$ cat src/rtl/fu_share_arbiter_pkg.sv
// Shared definitions for the function-unit sharing arbiter: state encodings,
// statistics counter width and the single add function used by the datapath.
package fu_share_arbiter_pkg;

    typedef enum logic {
        ST_EMPTY = 1'b0,
        ST_FULL  = 1'b1
    } state_e;

    localparam int unsigned STAT_W    = 16;
    // Widest operand the shared adder handles; callers zero-extend into it.
    localparam int unsigned ADD_MAX_W = 64;

    // The shared two-operand add; bit ADD_MAX_W is the carry-out.
    function automatic logic [ADD_MAX_W:0] fu_add(input logic [ADD_MAX_W-1:0] a,
                                                  input logic [ADD_MAX_W-1:0] b);
        return {1'b0, a} + {1'b0, b};
    endfunction

endpackage

$ cat src/rtl/fu_share_arbiter_rr_pick.sv
// Round-robin pick: first asserted request at or above ptr, wrapping at NREQ-1.
// Purely combinational.
module fu_share_arbiter_rr_pick #(
    parameter int unsigned NREQ = 4,
    parameter int unsigned IDW  = 2
) (
    input  logic [NREQ-1:0] req,
    input  logic [IDW-1:0]  ptr,
    output logic [NREQ-1:0] grant,
    output logic [IDW-1:0]  idx,
    output logic            any
);

    localparam int N = int'(NREQ);

    // Visit requesters in distance order from ptr; the first live one wins.
    always_comb begin
        grant = '0;
        idx   = '0;
        any   = 1'b0;
        for (int off = 0; off < N; off++) begin
            for (int i = 0; i < N; i++) begin
                if (!any && req[i] && (((int'(ptr) + off) % N) == i)) begin
                    grant[i] = 1'b1;
                    idx      = IDW'(i);
                    any      = 1'b1;
                end
            end
        end
    end

endmodule

$ cat src/rtl/fu_share_arbiter.sv
// Shares one add function unit between NREQ requesters. One operation is
// accepted per cycle, the sum is registered and returned tagged with the
// winner's index. Drain and refill of the result register may coincide.
// Optional statistics counters: define FU_SHARE_ARBITER_STATS_EN.
module fu_share_arbiter
    import fu_share_arbiter_pkg::*;
#(
    parameter int unsigned NREQ = 4,
    parameter int unsigned W    = 8,
    parameter int unsigned IDW  = 2
) (
    input  logic              clk,
    input  logic              rst,
    input  logic [NREQ-1:0]   req_valid,
    input  logic [NREQ*W-1:0] req_a,
    input  logic [NREQ*W-1:0] req_b,
    output logic [NREQ-1:0]   req_ready,
    output logic              rsp_valid,
    output logic [IDW-1:0]    rsp_id,
    output logic [W:0]        rsp_data,
    input  logic              rsp_ready
`ifdef FU_SHARE_ARBITER_STATS_EN
    ,
    output logic [NREQ*STAT_W-1:0] grant_cnt,
    output logic [STAT_W-1:0]      stall_cnt
`endif
);

    state_e             state_q;
    logic [IDW-1:0]     rr_ptr_q;
    logic [NREQ-1:0]    pick_grant;
    logic [IDW-1:0]     pick_idx;
    logic               pick_any;
    logic               can_accept;
    logic               accept;
    logic [IDW-1:0]     next_ptr;
    logic [W-1:0]       op_a;
    logic [W-1:0]       op_b;
    logic [ADD_MAX_W:0] sum_full;
    logic [W:0]         sum;
    logic               unused_sum_hi;

    fu_share_arbiter_rr_pick #(
        .NREQ (NREQ),
        .IDW  (IDW)
    ) u_rr_pick (
        .req   (req_valid),
        .ptr   (rr_ptr_q),
        .grant (pick_grant),
        .idx   (pick_idx),
        .any   (pick_any)
    );

    // Acceptance window, one-hot grant and round-robin successor.
    always_comb begin
        can_accept = (state_q == ST_EMPTY) | (rsp_valid & rsp_ready);
        accept     = can_accept & pick_any & ~rst;
        req_ready  = (can_accept && !rst) ? pick_grant : '0;
        next_ptr   = (pick_idx == IDW'(NREQ - 1)) ? '0 : pick_idx + IDW'(1);
    end

    // Operand mux driven by the one-hot grant, then the shared adder.
    always_comb begin
        op_a = '0;
        op_b = '0;
        for (int i = 0; i < int'(NREQ); i++) begin
            if (pick_grant[i]) begin
                op_a = op_a | req_a[i*W +: W];
                op_b = op_b | req_b[i*W +: W];
            end
        end
        sum_full      = fu_add(ADD_MAX_W'(op_a), ADD_MAX_W'(op_b));
        sum           = sum_full[W:0];
        unused_sum_hi = ^sum_full[ADD_MAX_W:W+1];
    end

    // Result-register FSM; accept takes priority over a plain drain.
    always_ff @(posedge clk or posedge rst) begin
        if (rst) begin
            state_q   <= ST_EMPTY;
            rsp_valid <= 1'b0;
            rsp_id    <= '0;
            rsp_data  <= '0;
            rr_ptr_q  <= '0;
        end else if (accept) begin
            state_q   <= ST_FULL;
            rsp_valid <= 1'b1;
            rsp_id    <= pick_idx;
            rsp_data  <= sum;
            rr_ptr_q  <= next_ptr;
        end else if (rsp_valid && rsp_ready) begin
            state_q   <= ST_EMPTY;
            rsp_valid <= 1'b0;
        end
    end

`ifdef FU_SHARE_ARBITER_STATS_EN
    // Saturating per-requester grant counters and a shared stall counter.
    always_ff @(posedge clk or posedge rst) begin
        if (rst) begin
            grant_cnt <= '0;
            stall_cnt <= '0;
        end else begin
            for (int i = 0; i < int'(NREQ); i++) begin
                if (accept && pick_grant[i] && (grant_cnt[i*STAT_W +: STAT_W] != '1)) begin
                    grant_cnt[i*STAT_W +: STAT_W] <= grant_cnt[i*STAT_W +: STAT_W] + STAT_W'(1);
                end
            end
            if ((|req_valid) && !can_accept && (stall_cnt != '1)) begin
                stall_cnt <= stall_cnt + STAT_W'(1);
            end
        end
    end
`else
    // Statistics disabled: no counter state.
`endif

endmodule

$ cat config.mk
export PLATFORM = sky130hd
export DESIGN_NAME = fu_share_arbiter
export DESIGN_NICKNAME = d
export VERILOG_FILES = /design/src/rtl/fu_share_arbiter_pkg.sv /design/src/rtl/fu_share_arbiter_rr_pick.sv /design/src/rtl/fu_share_arbiter.sv
export SDC_FILE = /design/constraint.sdc
export NUM_CORES = 1
export LEC_CHECK = 0
export ABC_AREA = 1
export ABC_CLOCK_PERIOD_IN_PS = 4100
export BUFFER_PORTS_ARGS = -buffer_cell sky130_fd_sc_hd__buf_4
export CAP_MARGIN = 15
export CORE_MARGIN = 2
export CORE_UTILIZATION = 32
export DETAILED_ROUTE_END_ITERATION = 7
export GPL_TIMING_DRIVEN = 0
export SYNTH_ARGS = -nofsm -noshare
export SYNTH_HDL_FRONTEND = slang
export SYNTH_HIERARCHICAL = 1
export SYNTH_SLANG_ARGS = --single-unit
export TNS_END_PERCENT = 20
$ cat constraint.sdc
create_clock -name clk -period 4.1 [get_ports clk]
set_clock_uncertainty 0.15 [all_clocks]
set_input_delay 0.205 -clock clk [delete_from_list [all_inputs] [get_ports clk]]
set_output_delay 0.205 -clock clk [all_outputs]
set_load 0.02 [all_outputs]
# Word-level counts from Yosys, hierarchy flattened
# Cells that the tools add are included.
dict set report word_totals {
  ff_bits 14
  latch_bits 0
  mem_bits_rw 0
  mem_bits_ro 0
  input_bits 71
  out_inout_bits 16
  n_memories 0
}
dict set report classes {
  addsub 5
  multipliers 0
  n_div 0
  magnitude_cmp 0
  n_eq_ne 13
  shift 0
  muxes 58
  bitwise 15
  n_reduce_logical 57
}
# operator n
set op_table {}
lappend op_table {{32-bit logical NOT} 4}
lappend op_table {{8-bit 2-to-1 mux} 8}
lappend op_table {{8-bit bitwise OR} 6}
lappend op_table {{1-bit 2-to-1 mux} 34}
lappend op_table {{1-bit logical AND} 33}
lappend op_table {{2-bit 2-to-1 mux} 15}
lappend op_table {{3-bit equality test (second input constant)} 6}
lappend op_table {{1-bit logical NOT} 16}
lappend op_table {{8-bit by 8-bit adder with 9-bit output} 1}
lappend op_table {{3-bit by 2-bit equality test with 1-bit output (second input constant)} 3}
lappend op_table {{2-bit equality test (second input constant)} 3}
lappend op_table {{2-bit OR reduction} 3}
lappend op_table {{2-bit by 1-bit adder with 2-bit output (second input constant)} 2}
lappend op_table {{2-bit adder (second input constant)} 2}
lappend op_table {{4-bit 2-to-1 mux} 1}
lappend op_table {{1-bit bitwise AND} 3}
lappend op_table {{1-bit bitwise AND (first input constant)} 3}
lappend op_table {{2-bit by 1-bit equality test with 1-bit output (second input constant)} 1}
lappend op_table {{1-bit inverter} 2}
lappend op_table {{2-bit nonzero test} 1}
lappend op_table {{1-bit bitwise OR} 1}

# Depth between registers and ports, before layout
dict set report depth {
  ltp_word 66
  depth_mapped 23
  depth_no_buf 22
}

# Cells and area by module
# Netlist, hierarchy kept.
# mod n_inst cells_per_inst area_per_inst_um2 seq_area_each_um2
set modules_own_cells {}
lappend modules_own_cells {fu_share_arbiter 1 219 1350.0 350.3}
lappend modules_own_cells {fu_share_arbiter_rr_pick 1 69 371.6 0.0}

# Worst setup path before layout
# OpenSTA, ideal clock, no wires.
dict set report synth_timing {
  path_type {register -> register}
  start {reg rr_ptr_q[1]}
  end {reg rsp_data[6]}
  setup_time_ns 0.117
  t_arrival_ns 2.958
  path_slack_ns 0.874
  path_stages_with_launch 24
  path_buffers 2
  synth_period_minus_slack_ns 3.226
  cell_sequence {dfrtp_1 inv_1 nand3_1 nand3_2 nor2_2 nand4_4 nor2_4 nand4_4 nor3_4 nand4_2 nand2_1 buf_2 buf_2 nand2_1 nand4_1 ha_1 inv_1 fa_1 inv_1 nand3_1 nand3_1 nand2_1 nand3_1 nand2_1}
}
dict set report synth_via {
  elab_chain_len 65
}
# element line
set synth_lines {}
lappend synth_lines {{from (decl)} fu_share_arbiter.sv:30} ;# logic [IDW-1:0] rr_ptr_q;
lappend synth_lines {{from (signal assigned)} fu_share_arbiter.sv:90} ;# rr_ptr_q <= next_ptr;
lappend synth_lines {{32-bit logical NOT} fu_share_arbiter_rr_pick.sv:23} ;# if (!any && req[i] && (((int'(ptr) + off) % N) == i)) begin
lappend synth_lines {{1-bit logical AND} fu_share_arbiter_rr_pick.sv:23}
lappend synth_lines {{1-bit 2-to-1 mux} fu_share_arbiter_rr_pick.sv:23}
lappend synth_lines {{1-bit logical NOT} fu_share_arbiter_rr_pick.sv:23}
lappend synth_lines {{1-bit logical AND (2 in series)} fu_share_arbiter_rr_pick.sv:23}
lappend synth_lines {{1-bit 2-to-1 mux} fu_share_arbiter_rr_pick.sv:23}
lappend synth_lines {{1-bit logical NOT} fu_share_arbiter_rr_pick.sv:23}
lappend synth_lines {{1-bit logical AND (2 in series)} fu_share_arbiter_rr_pick.sv:23}
lappend synth_lines {{(+46 left out)} --}
lappend synth_lines {{1-bit logical AND (2 in series)} fu_share_arbiter_rr_pick.sv:23}
lappend synth_lines {{1-bit 2-to-1 mux} fu_share_arbiter_rr_pick.sv:23}
lappend synth_lines {{1-bit logical NOT} fu_share_arbiter_rr_pick.sv:23}
lappend synth_lines {{1-bit logical AND (2 in series)} fu_share_arbiter_rr_pick.sv:23}
lappend synth_lines {{1-bit 2-to-1 mux (*)} fu_share_arbiter_rr_pick.sv:23}
lappend synth_lines {{via pick_grant[3]} fu_share_arbiter.sv:31} ;# logic [NREQ-1:0] pick_grant;
lappend synth_lines {{8-bit 2-to-1 mux} fu_share_arbiter.sv:67} ;# if (pick_grant[i]) begin
lappend synth_lines {{8-bit by 8-bit adder with 9-bit output (*)} fu_share_arbiter_pkg.sv:17} ;# return {1'b0, a} + {1'b0, b};
lappend synth_lines {{to (signal assigned)} fu_share_arbiter.sv:89} ;# rsp_data <= sum;
lappend synth_lines {{to (decl)} fu_share_arbiter.sv:20} ;# output logic [W:0] rsp_data,
# The timed path passes the listed nets; every way through them passes the cells marked *.
# A chain may end at the register's enable or synchronous reset.

# Final worst setup path
# Same ends and word-level chain as after synthesis.

==> results.yml <==
power_and_ir_drop:
  p_switching_mw: 1.19
  p_int_mw: 1.02
  seqPwrFrac_pct: 11.8
  power_frac_clock_pct: 6.0
  p_leak_nw: 1.39
  vdd_drop_max_v: 0.000462
  comb_power_share_pct: 82.2
  power.density_mw_per_mm2: 879
  p_sw_share_pct: 53.9
  p_total_mw: 2.21
finish:
  stdcell_area_sq_mm: 0.00252
  layout.nets: 461
  area_delta_synth_final_pct: 46.4
  diodes: 0
  drive_gt1_share_pct: 30.9
detailed_routing:
  highest_layer: "met4"
  met1_length_microns: 2330
  met3WireLength_microns: 251
  vias_per_cell: 4.56
  wl_per_cell_microns: 10.8
  drtAntennaViolNets: 0
  first_iter_violations: 69
  dr_wl_met2_microns: 2240
  num_vias: 2048
  drc: 0
  firstDrtPassIters: 4
  wl_microns: 4840
synthesis:
  synth_area_sq_mm: 0.00172
  yosysUniqueCellTypes: 34
  synth_top_cell_area_share_pct: 27.7
  synth_seq_cells: 14
  avgSynthCellArea_sq_um: 5.98
  synth_warnings: 6
  yosys-top-cells-area: "nand2_1 28%, dfrtp_1 20%, inv_1 7.4%, nand4_1 7.3%, ha_1 6.5%"
  syn_inst: 288
  yosysTopAreaCell: "nand2_1"
  synth.net_count: 369
  synth.yosys.seq_area_share_pct: 20.3
sta:
  rsz0062_at_grt: "false"
  worst_slew_margin_rel_pct: 77.6
  finalHoldViolCount: 0
  slew_viol_final: 0
  tightest_slew_ns: 0.336
  tns_ns: 0
  fmax_mhz: 268
  fin_crit_sh_pct: 90.9
  period_needed_ns: 3.73
  setup_viol: 0
critical_path:
  critical_path_class: "reg2reg"
  rrSetupSlack_ns: 0.37
  start_kind: "flop"
  cpMaxStageDelayCell: "dfrtp_1"
  slowest_delay_ns: 0.48
  path_common_cell: "nand2_1"
  crit_arrival_ns: 3.72
  crit_chain: "nor2_2 -> nand2_1 -> nand3_2 -> nor2_2 -> nand4_4 -> nor2_4 -> nand4_4 -> nor3_4 -> nand4_2 -> nand2_1 -> buf_2 -> buf_2 -> nand2_1 -> nand4_1 -> ha_1 -> inv_1 -> fa_1 -> inv_1 -> nand3_1 -> nand3_1 -> nand2_1 -> nand3_1 -> nand2_1"
  end_kind: "flop"
  r2r-start: "rr_ptr_q[1]"
  cp_data_required_time_ns: 4.09
  r2r_cells: 23
  reg2reg_to: "rsp_data[6]"
  path_max_fanout: 10
global_routing:
  grt_pass1_vias: 2018
  grt_antenna_before_repair: 0
  gr-total-overflow: 0
  grtUsageTotal_pct: 16.4
  grt_pass1_wl_microns: 8390
  grt_max_degree: 17
hold_path:
  hold_depth: 4
  worstHoldStart: "rsp_ready"
  whs_endpoint: "state_q"
  hp-class: "in2reg"
cts:
  cts_buffers: 3
  clockRootBuffer: "clkbuf_8"
  clock_sinks: 14
  clkLatencyLatePin_ns: 0.24
  cts_max_level: 1
  clockBufferDepth: 2
  cts_tree: "yes"
  clk_pin_slew_ns: 0.06
die:
  die_h_microns: 77.4
  std_cell_rows: 26
  die_area_sq_mm: 0.00598
  start_util_pct: 33.5
  die_x_microns: 77.4
  num_io_pins: 87
  core_region_area_sq_mm: 0.00514
placement:
  port_buffers: 86
  gp_congestion: 0.871
  post_dp_cell_area_sq_mm: 0.00245
  post-dp-hpwl_microns: 4140
run_status:
  status: "completed"
run:
  cap_violations: 0
-- power groups by stage --
| stage | sequential [mW] | clock (mW) | combinational [mW] |
|---|---|---|---|
| 5_1_grt | 0.270 | 0.142 | 2.10 |
| 2_1_floorplan | 0.319 | 0 | 1.31 |
| 3_5_place_dp | 0.264 | 0 | 1.83 |
| 4_1_cts | 0.262 | 0.134 | 1.85 |
| 3_3_place_gp | 0.262 | 0 | 1.83 |
| 6_report | 0.261 | 0.133 | 1.82 |
-- final cells by class --
type	count	area [sq um]
fillers	591	2620
inverters	37	141
flip-flops and latches	14	350
clock buffers	4	55.1
well taps	70	87.6
multi-input cells	228	1180
repair buffers	87	656
plain buffers	9	45.0
-- layout by cell type (no fill, tap or decap), drive strengths merged --
cell type    netlist  final
nor2              21     21
clkbuf             1      5
a21oi              4      4
ha                 9      9
dfrtp             14     14
nand2            128    128
dlygate4sd3        0      1
buf                8     94
nand3b             1      1
nor3               6      6
o21a               1      1
o21ai              7      7
a21boi             1      1
inv               37     37
nand3             19     19
or2                4      4
a22o               1      1
nand4             23     23
fa                 1      1
xor2               1      1
o21bai             1      1
-- logic make-up (layout without fill, tap and decap cells) --
group | count (synthesis) | after routing | share of synthesized area (%)
buffers and inverters | 46 | 137 | 10.8
DFF | 14 | 14 | 20.3
adders and majority gates | 10 | 10 | 7.70
and+or+nand+nor | 202 | 202 | 55.4
AOI/OAI and AO/OA | 15 | 15 | 5.23
xor gates and xnor gates | 1 | 1 | 0.509
-- how the worst max path moves through the flow --
stage / from / end / slack, ns / depth (start not counted)
floorplan: rr_ptr_q[1] / rsp_data[6] / 0.87 / 23
global placement: rr_ptr_q[0] / rsp_data[6] / 0.39 / 23
detailed placement: rr_ptr_q[0] / rsp_data[6] / 0.34 / 23
CTS: rr_ptr_q[0] / rsp_data[6] / 0.33 / 23
global route: rr_ptr_q[0] / rsp_data[6] / 0.06 / 23
finish: rr_ptr_q[1] / rsp_data[6] / 0.37 / 23
-- timing repair --
action / 4_1_cts / 5_1_grt
hold endpoints to repair: 14 / 0
hold buffers: 1 / 0
gates resized for setup: 0 / 0
buffers inserted: 0 / 0
-- synth_stat cells (all sizes together) --
master,instances
a21boi,1
a21oi,4
a22o,1
buf,8
clkbuf,1
dfrtp,14
fa,1
ha,9
inv,37
nand2,128
nand3,19
nand3b,1
nand4,23
nor2,21
nor3,6
o21a,1
o21ai,7
o21bai,1
or2,4
xor2,1
-- layer usage --
layer	GRT usage [%]	up-vias
met1	21.8	870
met3	1.40	6
met5	0	-
met2	29.5	71
li1	-	1101
met4	2.68	0
-- worst max-delay path: cells and delay by family (launching register included) --
kind,cells,cell delay [ns]
fa+ha+maj,2,0.58
simple gates,17,1.83
flops,1,0.48
buf+inv,4,0.58
-- sequential cells by signal, indices dropped and copies added, names as in the netlist --
register / count
rr_ptr_q: 2
rsp_id: 2
rsp_data: 9
state_q: 1
-- metrics by stage --
step                      cells  setup slack [ns]  hold WS (ns)  util [%]
final                       449             0.372         0.119      49.0
after global routing        449            0.0552         0.155      49.0
after CTS                   449             0.331         0.120      49.0
after detailed placement    444             0.339        0.0485      47.8
after global placement      444             0.386        0.0490      47.8
after floorplan             288             0.874        -0.112         -
Power figures use the tool's default switching activity.
